## config.mk

```make
export PLATFORM = sky130hd
export DESIGN_NAME = thermal_plant
export DESIGN_NICKNAME = d
export VERILOG_FILES = /design/src/rtl/thermal_pkg.sv /design/src/rtl/thermal_tick.sv /design/src/rtl/thermal_plant.sv
export SDC_FILE = /design/constraint.sdc
export NUM_CORES = 1
export LEC_CHECK = 0
export CORE_MARGIN = 1.5
export CORE_UTILIZATION = 35
export CTS_CLUSTER_SIZE = 16
export DETAILED_ROUTE_END_ITERATION = 12
export GPL_ROUTABILITY_DRIVEN = 0
export GPL_TIMING_DRIVEN = 0
export PLACE_DENSITY = 0.63
export SLEW_MARGIN = 10
export SYNTH_ARGS = -nofsm -noshare
export SYNTH_HDL_FRONTEND = slang
export SYNTH_SLANG_ARGS = --single-unit
```

## constraint.sdc

```tcl
create_clock -name clk -period 4.5 [get_ports clk]
set_clock_uncertainty 0.2 [all_clocks]
set_input_delay 1.35 -clock clk [delete_from_list [all_inputs] [get_ports clk]]
set_output_delay 1.35 -clock clk [all_outputs]
set_load 0.02 [all_outputs]
```

## src/rtl/thermal_pkg.sv

```systemverilog
// Purpose: shared constants for the room thermal model (width, mode encoding, noise LFSR).
// Latency: n/a (declarations only).
// Backpressure: n/a. Optional noise LFSR constants are used only when THERMAL_NOISE_EN is defined.
package thermal_pkg;

  localparam int TEMP_W = 5;

  typedef enum logic [2:0] {
    MODE_IDLE  = 3'd0,
    MODE_HEAT  = 3'd1,
    MODE_COOL  = 3'd2,
    MODE_DRIFT = 3'd3,
    MODE_FAULT = 3'd4
  } mode_e;

  // Fibonacci LFSR, taps at stages 8,6,5,4 (bit indices 7,5,4,3).
  localparam logic [7:0] LFSR_SEED = 8'hA5;
  localparam logic [7:0] LFSR_TAPS = 8'b1011_1000;

  function automatic logic [7:0] lfsr_next(input logic [7:0] s);
    return {s[6:0], ^(s & LFSR_TAPS)};
  endfunction

endpackage

```

## src/rtl/thermal_tick.sv

```systemverilog
// Purpose: thermal prescaler; emits one tick every STEP_CYCLES enabled cycles.
// Latency: tick is combinational on the cycle the count is at STEP_CYCLES-1.
// Backpressure: none; i_en=0 holds the count, i_clr forces it to 0 and masks the tick.
module thermal_tick #(
  parameter int STEP_CYCLES = 3
) (
  input  logic clk,
  input  logic rst_n,
  input  logic i_en,
  input  logic i_clr,
  output logic o_tick
);

  localparam int CW = (STEP_CYCLES > 1) ? $clog2(STEP_CYCLES) : 1;
  localparam logic [CW-1:0] LAST = CW'(STEP_CYCLES - 1);

  logic [CW-1:0] r_cnt;
  logic          w_last;

  assign w_last = (r_cnt == LAST);
  assign o_tick = i_en && !i_clr && w_last;

  // Free-running modulo counter, frozen when disabled, cleared on request.
  always_ff @(posedge clk or negedge rst_n) begin
    if (!rst_n) begin
      r_cnt <= '0;
    end else if (i_clr) begin
      r_cnt <= '0;
    end else if (i_en) begin
      r_cnt <= w_last ? '0 : r_cnt + 1'b1;
    end
  end

endmodule

```

## src/rtl/thermal_plant.sv

```systemverilog
// Purpose: closed-loop room temperature model driven by heat/cool commands; THERMAL_NOISE_EN adds LFSR noise.
// Latency: temp moves on the edge after a prescaler tick; a command change reaches temp within 1+STEP_CYCLES cycles.
// Backpressure: none; en=0 freezes temp and counters, load overrides any tick.
module thermal_plant
  import thermal_pkg::*;
#(
  parameter int TEMP_INIT   = 20,
  parameter int AMBIENT     = 18,
  parameter int STEP_CYCLES = 3,
  parameter int DRIFT_DIV   = 4,
  parameter int TEMP_MIN    = 0,
  parameter int TEMP_MAX    = 31
) (
  input  logic              clk,
  input  logic              rst_n,
  input  logic              en,
  input  logic              heating,
  input  logic              cooling,
  input  logic              load,
  input  logic [TEMP_W-1:0] load_temp,
  output logic [TEMP_W-1:0] temp,
  output logic              temp_upd,
  output logic [2:0]        mode,
  output logic              fault,
  output logic              sat
);

  localparam int DW = (DRIFT_DIV > 1) ? $clog2(DRIFT_DIV) : 1;
  localparam logic [DW-1:0] DRIFT_LAST = DW'(DRIFT_DIV - 1);
  // One extra bit so saturation compares never wrap.
  localparam logic [TEMP_W:0] MIN6 = (TEMP_W+1)'(TEMP_MIN);
  localparam logic [TEMP_W:0] MAX6 = (TEMP_W+1)'(TEMP_MAX);
  localparam logic [TEMP_W:0] AMB6 = (TEMP_W+1)'(AMBIENT);

  mode_e             r_mode, w_mode_nxt;
  logic [TEMP_W-1:0] r_temp, w_temp_nxt;
  logic [DW-1:0]     r_drift, w_drift_nxt;
  logic              r_temp_upd;
  logic              w_tick, w_pre_en, w_pre_clr;
  logic [TEMP_W:0]   w_temp6, w_load6, w_step, w_up, w_dn;
  logic              w_skip;

  assign w_pre_en  = en && (r_mode != MODE_FAULT);
  assign w_pre_clr = load || (r_mode == MODE_FAULT);

  thermal_tick #(.STEP_CYCLES(STEP_CYCLES)) u_tick (
    .clk    (clk),
    .rst_n  (rst_n),
    .i_en   (w_pre_en),
    .i_clr  (w_pre_clr),
    .o_tick (w_tick)
  );

`ifdef THERMAL_NOISE_EN
  logic [7:0] r_lfsr;

  // Noise source advances once per thermal tick.
  always_ff @(posedge clk or negedge rst_n) begin
    if (!rst_n) begin
      r_lfsr <= LFSR_SEED;
    end else if (w_tick) begin
      r_lfsr <= lfsr_next(r_lfsr);
    end
  end

  assign w_step = (r_lfsr[7:6] == 2'b11) ? (TEMP_W+1)'(2) : (TEMP_W+1)'(1);
  assign w_skip = r_lfsr[0];
`else
  assign w_step = (TEMP_W+1)'(1);
  assign w_skip = 1'b0;
`endif

  assign w_temp6 = {1'b0, r_temp};
  assign w_load6 = {1'b0, load_temp};
  assign w_up    = w_temp6 + w_step;
  assign w_dn    = w_temp6 - w_step;

  // Mode selection; FAULT is sticky until both commands drop together.
  always_comb begin
    w_mode_nxt = r_mode;
    if (!en) begin
      w_mode_nxt = MODE_IDLE;
    end else if (r_mode == MODE_FAULT) begin
      if (!heating && !cooling) w_mode_nxt = MODE_DRIFT;
    end else if (heating && cooling) begin
      w_mode_nxt = MODE_FAULT;
    end else if (heating) begin
      w_mode_nxt = MODE_HEAT;
    end else if (cooling) begin
      w_mode_nxt = MODE_COOL;
    end else begin
      w_mode_nxt = MODE_DRIFT;
    end
  end

  // Temperature and drift-counter datapath; load wins over any tick.
  always_comb begin
    w_temp_nxt  = r_temp;
    w_drift_nxt = r_drift;
    if (load) begin
      if (w_load6 < MIN6)      w_temp_nxt = MIN6[TEMP_W-1:0];
      else if (w_load6 > MAX6) w_temp_nxt = MAX6[TEMP_W-1:0];
      else                     w_temp_nxt = load_temp;
      w_drift_nxt = '0;
    end else if (r_mode == MODE_FAULT) begin
      w_drift_nxt = '0;
    end else if (w_tick) begin
      unique case (r_mode)
        MODE_HEAT: w_temp_nxt = (w_up > MAX6) ? MAX6[TEMP_W-1:0] : w_up[TEMP_W-1:0];
        MODE_COOL: w_temp_nxt = (w_temp6 < MIN6 + w_step) ? MIN6[TEMP_W-1:0] : w_dn[TEMP_W-1:0];
        MODE_DRIFT: begin
          if (r_drift == DRIFT_LAST) begin
            w_drift_nxt = '0;
            if (!w_skip) begin
              if (w_temp6 > AMB6)      w_temp_nxt = r_temp - 1'b1;
              else if (w_temp6 < AMB6) w_temp_nxt = r_temp + 1'b1;
            end
          end else begin
            w_drift_nxt = r_drift + 1'b1;
          end
        end
        default: ;
      endcase
    end
    // Entering an active heat/cool phase restarts the drift accumulation.
    if ((w_mode_nxt == MODE_HEAT && r_mode != MODE_HEAT) ||
        (w_mode_nxt == MODE_COOL && r_mode != MODE_COOL)) begin
      w_drift_nxt = '0;
    end
  end

  // State registers; temp_upd flags exactly the edges where temp changes.
  always_ff @(posedge clk or negedge rst_n) begin
    if (!rst_n) begin
      r_mode     <= MODE_IDLE;
      r_temp     <= TEMP_W'(TEMP_INIT);
      r_drift    <= '0;
      r_temp_upd <= 1'b0;
    end else begin
      r_mode     <= w_mode_nxt;
      r_temp     <= w_temp_nxt;
      r_drift    <= w_drift_nxt;
      r_temp_upd <= (w_temp_nxt != r_temp);
    end
  end

  assign temp     = r_temp;
  assign temp_upd = r_temp_upd;
  assign mode     = r_mode;
  assign fault    = (r_mode == MODE_FAULT);
  assign sat      = (w_temp6 == MIN6) || (w_temp6 == MAX6);

endmodule
```

======== Word-level counts from Yosys, hierarchy flattened ========
Cells that the tools add are included.
operators by class
  add/sub/neg operators ................... 6
  $lt $le $gt $ge ......................... 6
  equality and inequality tests ........... 13
  muxes and demuxes ....................... 26
  reduce and logical (&&, ||, !) cells .... 18
operators with widths
  operator                                                                         number
  5-bit 2-to-1 mux                                                                 10
  2-bit 2-to-1 mux                                                                 10
  5-bit case mux with 3 select lines                                               1
  3-bit 2-to-1 mux                                                                 4
  5-bit greater-than comparator, second input constant                             2
  5-bit by 1-bit < comparator with 1-bit output, second input constant             2
  5-bit by 1-bit subtractor with 5-bit output, second input constant               2
  3-bit by 2-bit == test with 1-bit output, second input constant                  3
  4-bit nonzero test                                                               2
  1-bit logical AND                                                                7
  5-bit by 1-bit adder with 6-bit output, second input constant                    1
  3-bit by 1-bit == test with 1-bit output, second input constant                  2
  6-bit by 5-bit greater-than comparator with 1-bit output, second input constant  1
  6-bit zero test                                                                  1
  5-bit by 1-bit adder with 5-bit output, second input constant                    1
  5-bit == test, second input constant                                             1
  5-bit < comparator, second input constant                                        1
  5-bit inequality test                                                            1
  2-bit by 1-bit adder with 2-bit output, second input constant                    2
  2-bit == test, second input constant                                             2
  3-bit == test, second input constant                                             1
  1-bit zero test                                                                  3
  1-bit logical OR                                                                 3
  3-bit by 1-bit inequality test with 1-bit output, second input constant          1
  5 further kinds                                                                  5
word-level totals
  register bits after elaboration ......... 13
  input port bits ......................... 11
  output and inout port bits .............. 11
  word-level logic and storage cells ...... 74

======== Longest topological paths before layout ========
Gate-level depths: netlist of the first run.
  depth in word-level cells ............... 10
  mapped depth ............................ 9
  mapped depth without buffers ............ 7

======== Hierarchy ========
A second synthesis of the first run with hierarchy kept.
second synthesis, totals
  cells, all modules ...................... 157
  area total of the unflattened synthesis .. 1283.7 um^2
by module, submodules not included
  module         times used  cells an instance  area an instance (um^2)  sequential area each (um^2)
  thermal_plant  1           148                1181.1                   277.8
  thermal_tick   1           9                  102.6                    50.0

======== Worst setup path before layout of the first run ========
OpenSTA, ideal clock, no wires.
  path type ............................... register to output
  from .................................... register r_temp[1] (netlist: temp[1])
  to ...................................... output sat
  arrival ................................. 1742 ps
  required time ........................... 2950 ps
  path slack .............................. 1208 ps
  cell stages (with the launch flop) ...... 7
  path buffers ............................ 2
  cell sequence ........................... dfrtp_1 -> clkbuf_1 -> buf_2 -> inv_1 -> ha_1 -> nand2_1 -> o21ai_0
on the way
  word-level cells in the longest chain between the ends .. 2
RTL lines
  what                                              RTL line              RTL
  start: declaration                                thermal_plant.sv:36   logic [TEMP_W-1:0] r_temp, w_temp_nxt;
  start signal: assignment                          thermal_plant.sv:136  r_temp <= TEMP_W'(TEMP_INIT);
  start signal: assignment                          thermal_plant.sv:141  r_temp <= w_temp_nxt;
  5-bit == test or 6-bit zero test (tied branches)  thermal_plant.sv:151  assign sat = (w_temp6 == MIN6) || (w_temp6 == MAX6);
  1-bit logical OR *                                thermal_plant.sv:151
  end: declaration                                  thermal_plant.sv:25   output logic sat
Mark *: on every way between the ends. The rest lies on a longest branch, timed or not.

======== Worst setup path in the final report of the first run ========
Same ends and word-level chain as after synthesis.

==> results.md, run 1 <==
- Number of synthesized flops with an enable pin: 0
- Worst Hold Endpoint: r_drift[1]$_DFFE_PN0P_
- CP max stage delay: 630 ps
- Unrepaired setup endpoints after global routing: no
- Synth Instances: 163
- Endpoints failing setup: 0
- CTS resizes: 0
- Worst r2r path cells: 8
- FP Rows: 21
- Crit-path cells: clkbuf_1 -> buf_2 -> inv_1 -> ha_1 -> nand2_1 -> o21ai_0 -> clkdlybuf4s50_1
- P_int: 0.2132 mW
- Leak: 0.5564 nW
- Syn_area_per_cell: 7.668 sq um
- Die area: 3939 sq um
- Hold path depth: 2
- Part of the cycle the worst path needs: 90.72%
- Top cell type's share of synthesized area: 22.02%
- Crit path max-delay family: buffers and inverters
- Final Max Slew Viols: 0
- CP max FO: 10
- Clk network pwr share: 22.8%
- Cts hold-fix bufs: 0
- Total wire length: 3505 um
- Worst-Margin Slew: 802.0 ps
- DR pass1 iterations: 4
- Routed Antenna Nets: 0
- Kind of critical path: flop to output port
- DP Area: 1498 sq um
- Required time of the critical path: 2950 ps
- First-pass GRT wire length: 5947 um
- Total negative slack: 0 ps
- Final instance area: 1525 sq um
- FILL cells: 352
- Post-synth cell types: 51
- CTS Buf Count: 3
- DR WL/cell: 15.11 um
- Ys async rst share: 100.0%
- Max-Cap Viols: 0
- Nets: 202
- Post-CTS Setup Bufs: 0
- Worst VDD drop: 0.0001609 V
- Count leader, synth: nand2_1
- Worst Setup SP: temp[1]$_DFF_PN0_
- Worst Path Buf+Inv: 4
- Final hold vios: 0
- Ratio of cells with drive above 1 in the final layout: 8.065%
- Flops & latches, synth: 13
- CTS tree: yes
- Antenna Cells: 0
- Synthesis Warnings: 0
- Largest net degree at the start of global routing: 14
- Arr. time, crit path: 2530 ps
- Final Critical Period: 4082 ps
- Clock sinks: 13
- Crit. End Element: output port
- Worst hold path type: flop to flop
- Crit path launch type: flop
- Clk root buf: clkbuf_4
- # H-tree levels: 1
- Synth top cells by count: nand2_1, nor2_1, dfrtp_1
- Area Growth Syn to Fin: 22.02%
- Seq/Total Area, Yosys: 26.23%
- Dominant synthesized flop cell: dfrtp_1
- Reg2reg end: temp[2]$_DFF_PN1_
- Clock latency on the worst-skew pair: 290 ps
- Total Routing Usage GR: 18.47%
- RR Startpoint: temp[0]$_DFF_PN0_
- IO buf count: 19
- GR Overflow Total: 0
- Setup slack, reg-to-reg: 1940 ps
- Initial detailed-routing violation count: 93
- Largest area contributor in the netlist: dfrtp_1
- HP Start: r_drift[1]$_DFFE_PN0P_
- Switching Share: 38.07%
- Reg clk slew, reported paths: 90 ps
- Ratio of total power to cell area: 225.7 nW/um^2
- CP max-delay cell: clkdlybuf4s50_1
- Via/cell ratio: 5.793
- Initial antenna violation count: 0
- Mapped Area: 1250 sq um
- Seq pwr share: 39.5%
- Die height: 62.76 um
- Overall die width: 62.76 um
- Switching pwr: 0.1311 mW
- Fmax: 245.0 MHz
- Core Region: 3390 sq um
- Vias: 1,344
- Post-route DRC: 0
- Detail Placement HPWL: 2609 um
- Vias in the first global route: 1,278
- Clock Path Buffers: 2
- Num ports: 22
- Ranking of synthesized cells by area: dfrtp_1, nand2_1, dfstp_2, nor2_1, ha_1
- Logic gate share of total power: 37.7%
- Power consumption: 0.3443 mW
- Syn nets: 178
- Status: complete, no violations
- Starting Density: 36.88%
- Hold_ws: 331.9 ps
- Rel. slew slack: 46.12%
metal layers:
layer	up-vias	part of all wire (%)	track usage [%]
li1	655	-	-
met1	616	44	24.41
met2	69	46	30.38
met3	4	8.0	3.423
met4	0	1.5	6.111
met5	-	0	0
kinds of logic after synthesis:
| logic type | Yosys count | synth area share [%] |
|---|---|---|
| multiplexers | 5 | 4.104 |
| XOR/XNOR | 6 | 4.204 |
| AO/OA/AOI/OAI | 48 | 26.73 |
| flip-flops | 13 | 26.23 |
| AND/OR/NAND/NOR | 69 | 28.93 |
| buffers and inverters | 18 | 5.807 |
| adder cells (fa/ha/maj) | 4 | 4.004 |
through the flow:
step,util (%),cells,worst slack [ps]
2_1_floorplan,-,163,1208
3_3_place_gp,44.19,228,818.6
3_5_place_dp,44.19,228,792.0
4_1_cts,45.00,232,451.4
5_1_grt,45.00,232,299.6
6_report,45.00,232,417.7
worst reg2reg max path, delay by kind of cell (launching register included):
kind / cells / cell delay [ps]
and+or+nand+nor: 3 / 670
DFF: 1 / 500
AOI/OAI and AO/OA: 2 / 210
adders and majority gates: 1 / 320
buffers and inverters: 2 / 600
power groups by stage:
stage	Clock [mW]	Sequential (mW)	Combinational, mW
2_1_floorplan	0	0.143	0.0771
3_3_place_gp	0	0.138	0.127
3_5_place_dp	0	0.138	0.128
4_1_cts	0.0816	0.136	0.129
5_1_grt	0.0873	0.137	0.142
6_report	0.0786	0.136	0.130
state kept, by name, summed over array words and instances (netlist names):
signal and count:
mode 3, u_tick.r_cnt 2, temp_upd 1, r_drift 2, temp 5
worst max path at each step:
stage | endpoint | depth (start not counted) | slack (ps)
floorplan | sat | 6 | 1210
global placement | sat | 7 | 820
detailed placement | sat | 7 | 790
CTS | sat | 7 | 450
global route | sat | 7 | 300
finish | sat | 7 | 420
cell usage in the layout, fill, tap and decap left out, types with 4 or more instances in the layout:
master / netlist / final
nand3_1: 5 / 5
nand2_1: 17 / 17
xnor2_1: 4 / 4
buf_2: 4 / 4
nor2_1: 14 / 14
mux2i_1: 4 / 4
nor3_1: 7 / 7
clkdlybuf4s50_1: 0 / 19
nor2b_1: 4 / 4
clkbuf_1: 7 / 7
a21oi_1: 9 / 9
inv_1: 5 / 5
a41oi_1: 4 / 4
a31oi_1: 4 / 4
ha_1: 4 / 4
dfrtp_1: 11 / 11
o21ai_0: 9 / 9
area by class of cell:
class / count / area (sq um) / share of cell area, %
multi-input cells: 132 / 849.6 / 55.70
inverters: 5 / 18.77 / 1.231
well taps: 46 / 57.56 / 3.774
repair buffers: 19 / 190.2 / 12.47
clock inverters: 1 / 5.005 / 0.3281
clock buffers: 3 / 22.52 / 1.477
flip-flops and latches: 13 / 327.8 / 21.49
plain buffers: 13 / 53.80 / 3.527
No activity file was read; power rests on OpenSTA's default activity.
==> run 2, diff against run 1 <==
- CORE_UTILIZATION: 35 -> 42
- GPL_TIMING_DRIVEN: 0 -> 1
- PLACE_DENSITY: 0.63 -> 0.72
==> run 2 against run 1 <==
  * Sequential power up 7%
  * Sequential cell count unchanged
  * Final cell count fell by 9.1%
  * Critical path depth decreased by 2
  * Cell area shrank 1.1%
  * Clock-buffer cell count up 1
  * Clock power shrank 4.1%
  * First-iteration DRC count fell by 26%
  * Critical path type unchanged
  * Largest power group unchanged
==> results.md, run 2 (same netlist as run 1, synthesis figures left out) <==
- Final Critical Period: 3743 ps
- Via/cell ratio: 6.341
- Fmax: 267.2 MHz
- Leak: 0.5583 nW
- Seq pwr share: 42.4%
- Worst hold path type: flop to flop
- Detail Placement HPWL: 2547 um
- Initial detailed-routing violation count: 69
- CP max FO: 8
- Clock Path Buffers: 2
- Post-CTS Setup Bufs: 0
- Global-route met1 utilization: 30.14%
- Worst-Margin Slew: 717.1 ps
- Crit path launch type: flop
- IO buf count: 21
- Antenna Cells: 0
- Clk root buf: clkbuf_4
- Worst VDD drop: 0.0001973 V
- Clk network pwr share: 22.0%
- Vias: 1,338
- Area Growth Syn to Fin: 20.72%
- Vias in the first global route: 1,274
- Commonest cells after routing, fill and taps aside: clkdlybuf4s50_1, nand2_1, nor2_1, dfrtp_1
- CTS Buf Count: 3
- Largest net degree at the start of global routing: 23
- Die height: 57.56 um
- Post-Layout Cell Count: 211
- Nets: 196
- Post-Place Cells: 207
- CP max-delay cell: clkdlybuf4s50_1
- Met3 usage: 5.669%
- Setup slack, reg-to-reg: 2170 ps
- Post-route DRC: 0
- Grt peak-use layer: met2
- Part of the cycle the worst path needs: 83.18%
- Initial antenna violation count: 0
- Ratio of cells with drive above 1 in the final layout: 8.333%
- Crit. End Element: output port
- Total negative slack: 0 ps
- # H-tree levels: 1
- Required time of the critical path: 2950 ps
- Max-Cap Viols: 0
- DR pass1 iterations: 4
- Total Routing Usage GR: 23.70%
- Total wire length: 3534 um
- Core Region: 2781 sq um
- Max reg flops: 5
- Reg clk slew, reported paths: 80 ps
- Crit-path cells: inv_1 -> ha_1 -> nand2_1 -> o21ai_0 -> clkdlybuf4s50_1
- Logic gate share of total power: 35.6%
- CTS resizes: 0
- Status: complete, no violations
- Arr. time, crit path: 2190 ps
- Die area: 3313 sq um
- Starting Density: 44.94%
- CP max stage delay: 620 ps
- Final hold vios: 0
- Commonest non-fill, non-tap cell in the layout: clkdlybuf4s50_1
- Num ports: 22
- Overall die width: 57.56 um
- DR WL/cell: 16.75 um
- Switching pwr: 0.1266 mW
- Unrepaired setup endpoints after global routing: no
- Endpoints failing setup: 0
- Clock sinks: 13
- CTS tree: yes
- GR Overflow Total: 0
- Ratio of total power to cell area: 227.0 nW/um^2
- Clock latency on the worst-skew pair: 280 ps
- Switching Share: 36.97%
- Final Max Slew Viols: 0
- Met2 Resource Use GR: 37.66%
- FP Rows: 19
- Kind of critical path: flop to output port
- Rel. slew slack: 51.57%
- P_int: 0.2159 mW
- First-pass GRT wire length: 6099 um
- Cts hold-fix bufs: 0
- Routed Antenna Nets: 0
[run 2: cell types whose count changed in the layout (fill, tap and decap cells not counted)]
cell / previous run / this run
clkbuf_1: 7 / 1
buf_4: 0 / 5
buf_2: 4 / 0
buf_1: 2 / 0
clkdlybuf4s50_1: 19 / 21
clkinv_2: 1 / 0
[run 2: metrics by stage]
step | util, % | power (mW) | hold WS, ps | setup slack, ps | area (sq um)
after floorplan | - | 0.2200 | 290.3 | 1208 | 1250
after global placement | 53.31 | 0.2646 | 312.8 | 930.7 | 1483
after detailed placement | 53.31 | 0.2668 | 332.7 | 907.5 | 1483
after CTS | 54.25 | 0.3434 | 352.4 | 787.8 | 1509
after global routing | 54.25 | 0.3643 | 403.5 | 605.3 | 1509
final | 54.25 | 0.3425 | 341.5 | 756.8 | 1509
[run 2: path summary, 6_finish.rpt]
| kind | start | endpoint | cells past startpoint |
|---|---|---|---|
| max in group asynchronous | rst_n | r_drift[0]$_DFFE_PN0P_ | 1 |
| worst min-delay path | r_drift[1]$_DFFE_PN0P_ | r_drift[1]$_DFFE_PN0P_ | 2 |
| min in group asynchronous | rst_n | temp[1]$_DFF_PN0_ | 1 |
| worst min register to register | r_drift[1]$_DFFE_PN0P_ | r_drift[1]$_DFFE_PN0P_ | 2 |
| worst max register to register | temp[3]$_DFF_PN0_ | temp[1]$_DFF_PN0_ | 5 |
| worst max-delay path | temp[0]$_DFF_PN0_ | sat | 5 |
[run 2: critical path, delay by kind of cell (launching register included)]
family / cells / cell delay, ps
compound gates: 1 / 160
buf+inv: 2 / 800
flops: 1 / 490
fa+ha+maj: 1 / 320
simple gates: 1 / 150
[run 2: cell type report]
type / instances / area (sq um)
fillers: 267 / 1272
multi-input cells: 132 / 849.6
flip-flops and latches: 13 / 327.8
repair buffers: 26 / 247.7
well taps: 31 / 38.79
clock buffers: 4 / 26.28
inverters: 5 / 18.77
[run 2: routing by layer]
| metal | share of wire (%) | wire [um] |
|---|---|---|
| met5 | 0 | 0 |
| met4 | 3.4 | 121 |
| met3 | 6.4 | 226 |
| met2 | 48 | 1695 |
| met1 | 42 | 1491 |
[run 2: power by group through the flow]
stage               clock [mW]  combinational [mW]  sequential, mW
floorplan                    0              0.0771           0.143
global placement             0               0.118           0.147
detailed placement           0               0.120           0.147
CTS                     0.0781               0.121           0.145
global route            0.0835               0.134           0.147
finish                  0.0754               0.122           0.145
==> run 3, diff against run 2 <==
- clock period: 4.5 -> 3.5 ns (I/O delays scaled with it)
==> run 3 against run 2 <==
  * First-iteration DRC count grew 38%
  * Sequential cell count is the same
  * Global-route usage shrank 0.56 points
  * Critical path type unchanged
  * Highest routed layer unchanged
  * Core utilization grew 0.99 points
==> results.md, run 3 (same netlist as run 1, synthesis figures left out) <==
- Reg2reg end: temp[1]$_DFF_PN0_
- GR Overflow Total: 0
- Clock latency on the worst-skew pair: 280 ps
- Clock sinks: 13
- Antenna Cells: 0
- Post-CTS Setup Bufs: 0
- Starting Density: 44.94%
- IO buf count: 21
- Total Routing Usage GR: 23.13%
- Required time of the critical path: 2250 ps
- Endpoints failing setup: 0
- DP Area: 1505 sq um
- Worst VDD drop: 0.0002068 V
- Util after Layout: 55.24%
- Power consumption: 0.4439 mW
- Total negative slack: 0 ps
- First-pass GRT wire length: 5961 um
- Num ports: 22
- Die height: 57.56 um
- Detail Placement HPWL: 2619 um
- CP max FO: 8
- Reg clk slew, reported paths: 90 ps
- Clk root buf: clkbuf_4
- Nets: 199
- Commonest non-fill, non-tap cell in the layout: clkdlybuf4s50_1
- Crit path launch type: flop
- Multi-input gate area: 849.6 sq um
- Clock Path Buffers: 2
- Core Region: 2781 sq um
- Via/cell ratio: 6.369
- Final instance area: 1536 sq um
- Arr. time, crit path: 1920 ps
- Worst Setup SP: mode[2]$_DFF_PN0_
- Setup slack, reg-to-reg: 1200 ps
- Initial antenna violation count: 0
- Fmax: 315.2 MHz
- Commonest cells after routing, fill and taps aside: clkdlybuf4s50_1, nand2_1, nor2_1, dfrtp_1
- Vias in the first global route: 1,310
- Part of the cycle the worst path needs: 90.64%
- Initial detailed-routing violation count: 95
- FP Rows: 19
- DR pass1 iterations: 4
- Flip-flop and latch area: 329.1 sq um
- Status: complete, no violations
- CTS Buf Count: 3
- Max reg flops: 5
- Area Growth Syn to Fin: 22.92%
- Worst r2r path cells: 5
- Final Critical Period: 3172 ps
- Die area: 3313 sq um
- Largest net degree at the start of global routing: 23
- Setup ws final: 327.6 ps
- Ratio of total power to cell area: 288.9 nW/um^2
- Total wire length: 3509 um
- Leak: 0.5908 nW
- Worst-Margin Slew: 674.1 ps
- Setup crit end: fault
- Rel. slew slack: 54.47%
- Crit. End Element: output port
- # H-tree levels: 1
- Final Max Slew Viols: 0
- Kind of critical path: flop to output port
- CTS tree: yes
- Pre-CTS WS: 307.9 ps
- RR Startpoint: temp[3]$_DFF_PN0_
- Worst hold path type: flop to flop
- Overall die width: 57.56 um
- DR WL/cell: 16.40 um
- Cts hold-fix bufs: 0
- Max-Cap Viols: 0
- Final hold vios: 0
- Routed Antenna Nets: 0
- Post-route DRC: 0
- Vias: 1,363
- Unrepaired setup endpoints after global routing: no
- Ratio of cells with drive above 1 in the final layout: 10.93%
- FILL cells: 289
-- run 3: changes by cell type in the layout (fill, tap and decap cells not counted) --
| cell | change |
|---|---|
| dlymetal6s2s_1 | +1 |
| dfrtp_1 | -1 |
| clkinv_2 | +1 |
| buf_4 | +3 |
| clkdlybuf4s50_1 | -1 |
| clkbuf_1 | -1 |
| dfrtp_2 | +1 |
-- run 3: timing repair --
item | CTS | global route
endpoints found under the hold margin | 0 | 0
endpoints found under the setup margin | 0 | 1
gates resized for setup | 0 | 2
-- run 3: worst min-delay path by stage --
stage,start,end,slack [ps],cells past startpoint
2_1_floorplan,r_drift[1]$_DFFE_PN0P_,r_drift[1]$_DFFE_PN0P_,290,2
3_3_place_gp,r_drift[1]$_DFFE_PN0P_,r_drift[1]$_DFFE_PN0P_,310,2
3_5_place_dp,r_drift[1]$_DFFE_PN0P_,r_drift[1]$_DFFE_PN0P_,340,2
4_1_cts,r_drift[1]$_DFFE_PN0P_,r_drift[1]$_DFFE_PN0P_,360,2
5_1_grt,r_drift[1]$_DFFE_PN0P_,r_drift[1]$_DFFE_PN0P_,390,2
6_report,r_drift[1]$_DFFE_PN0P_,r_drift[1]$_DFFE_PN0P_,350,2
-- run 3: power by group --
part           switching (mW)  leakage (nW)  internal [mW]
clock network          0.0548        0.0177         0.0425
registers              0.0229         0.162          0.162
logic                  0.0870         0.411         0.0752
total                   0.165         0.591          0.279
-- run 3: cell type report --
cell class                      instances  share of cell area [%]
Tap cell                               31                   2.524
Clock buffer                            3                   1.466
Inverter                                5                   1.222
Timing Repair Buffer                   29                   17.75
Sequential cell                        13                   21.42
Multi-Input combinational cell        132                   55.29
Clock inverter                          1                  0.3257
-- run 3: through the flow --
step | hold WS (ps) | cells
detailed placement | 339.9 | 210
finish | 354.4 | 214
floorplan | 290.3 | 163
CTS | 360.7 | 214
global route | 389.0 | 214
global placement | 311.8 | 210
-- run 3: worst max-delay path: stages (launching register included) --
cell             delay (ps)
dfrtp_1                 510
inv_1                   140
nor3_1                  200
buf_4                   180
clkdlybuf4s50_1         610
-- run 3: metal layers --
metal  part of all wire [%]  up-vias  global-route usage [%]
li1                       -      655                       -
met1                     39      636                   27.32
met2                     50       61                   41.07
met3                    7.8       11                   6.122
met4                    2.3        0                   6.312
met5                      0        -                       0
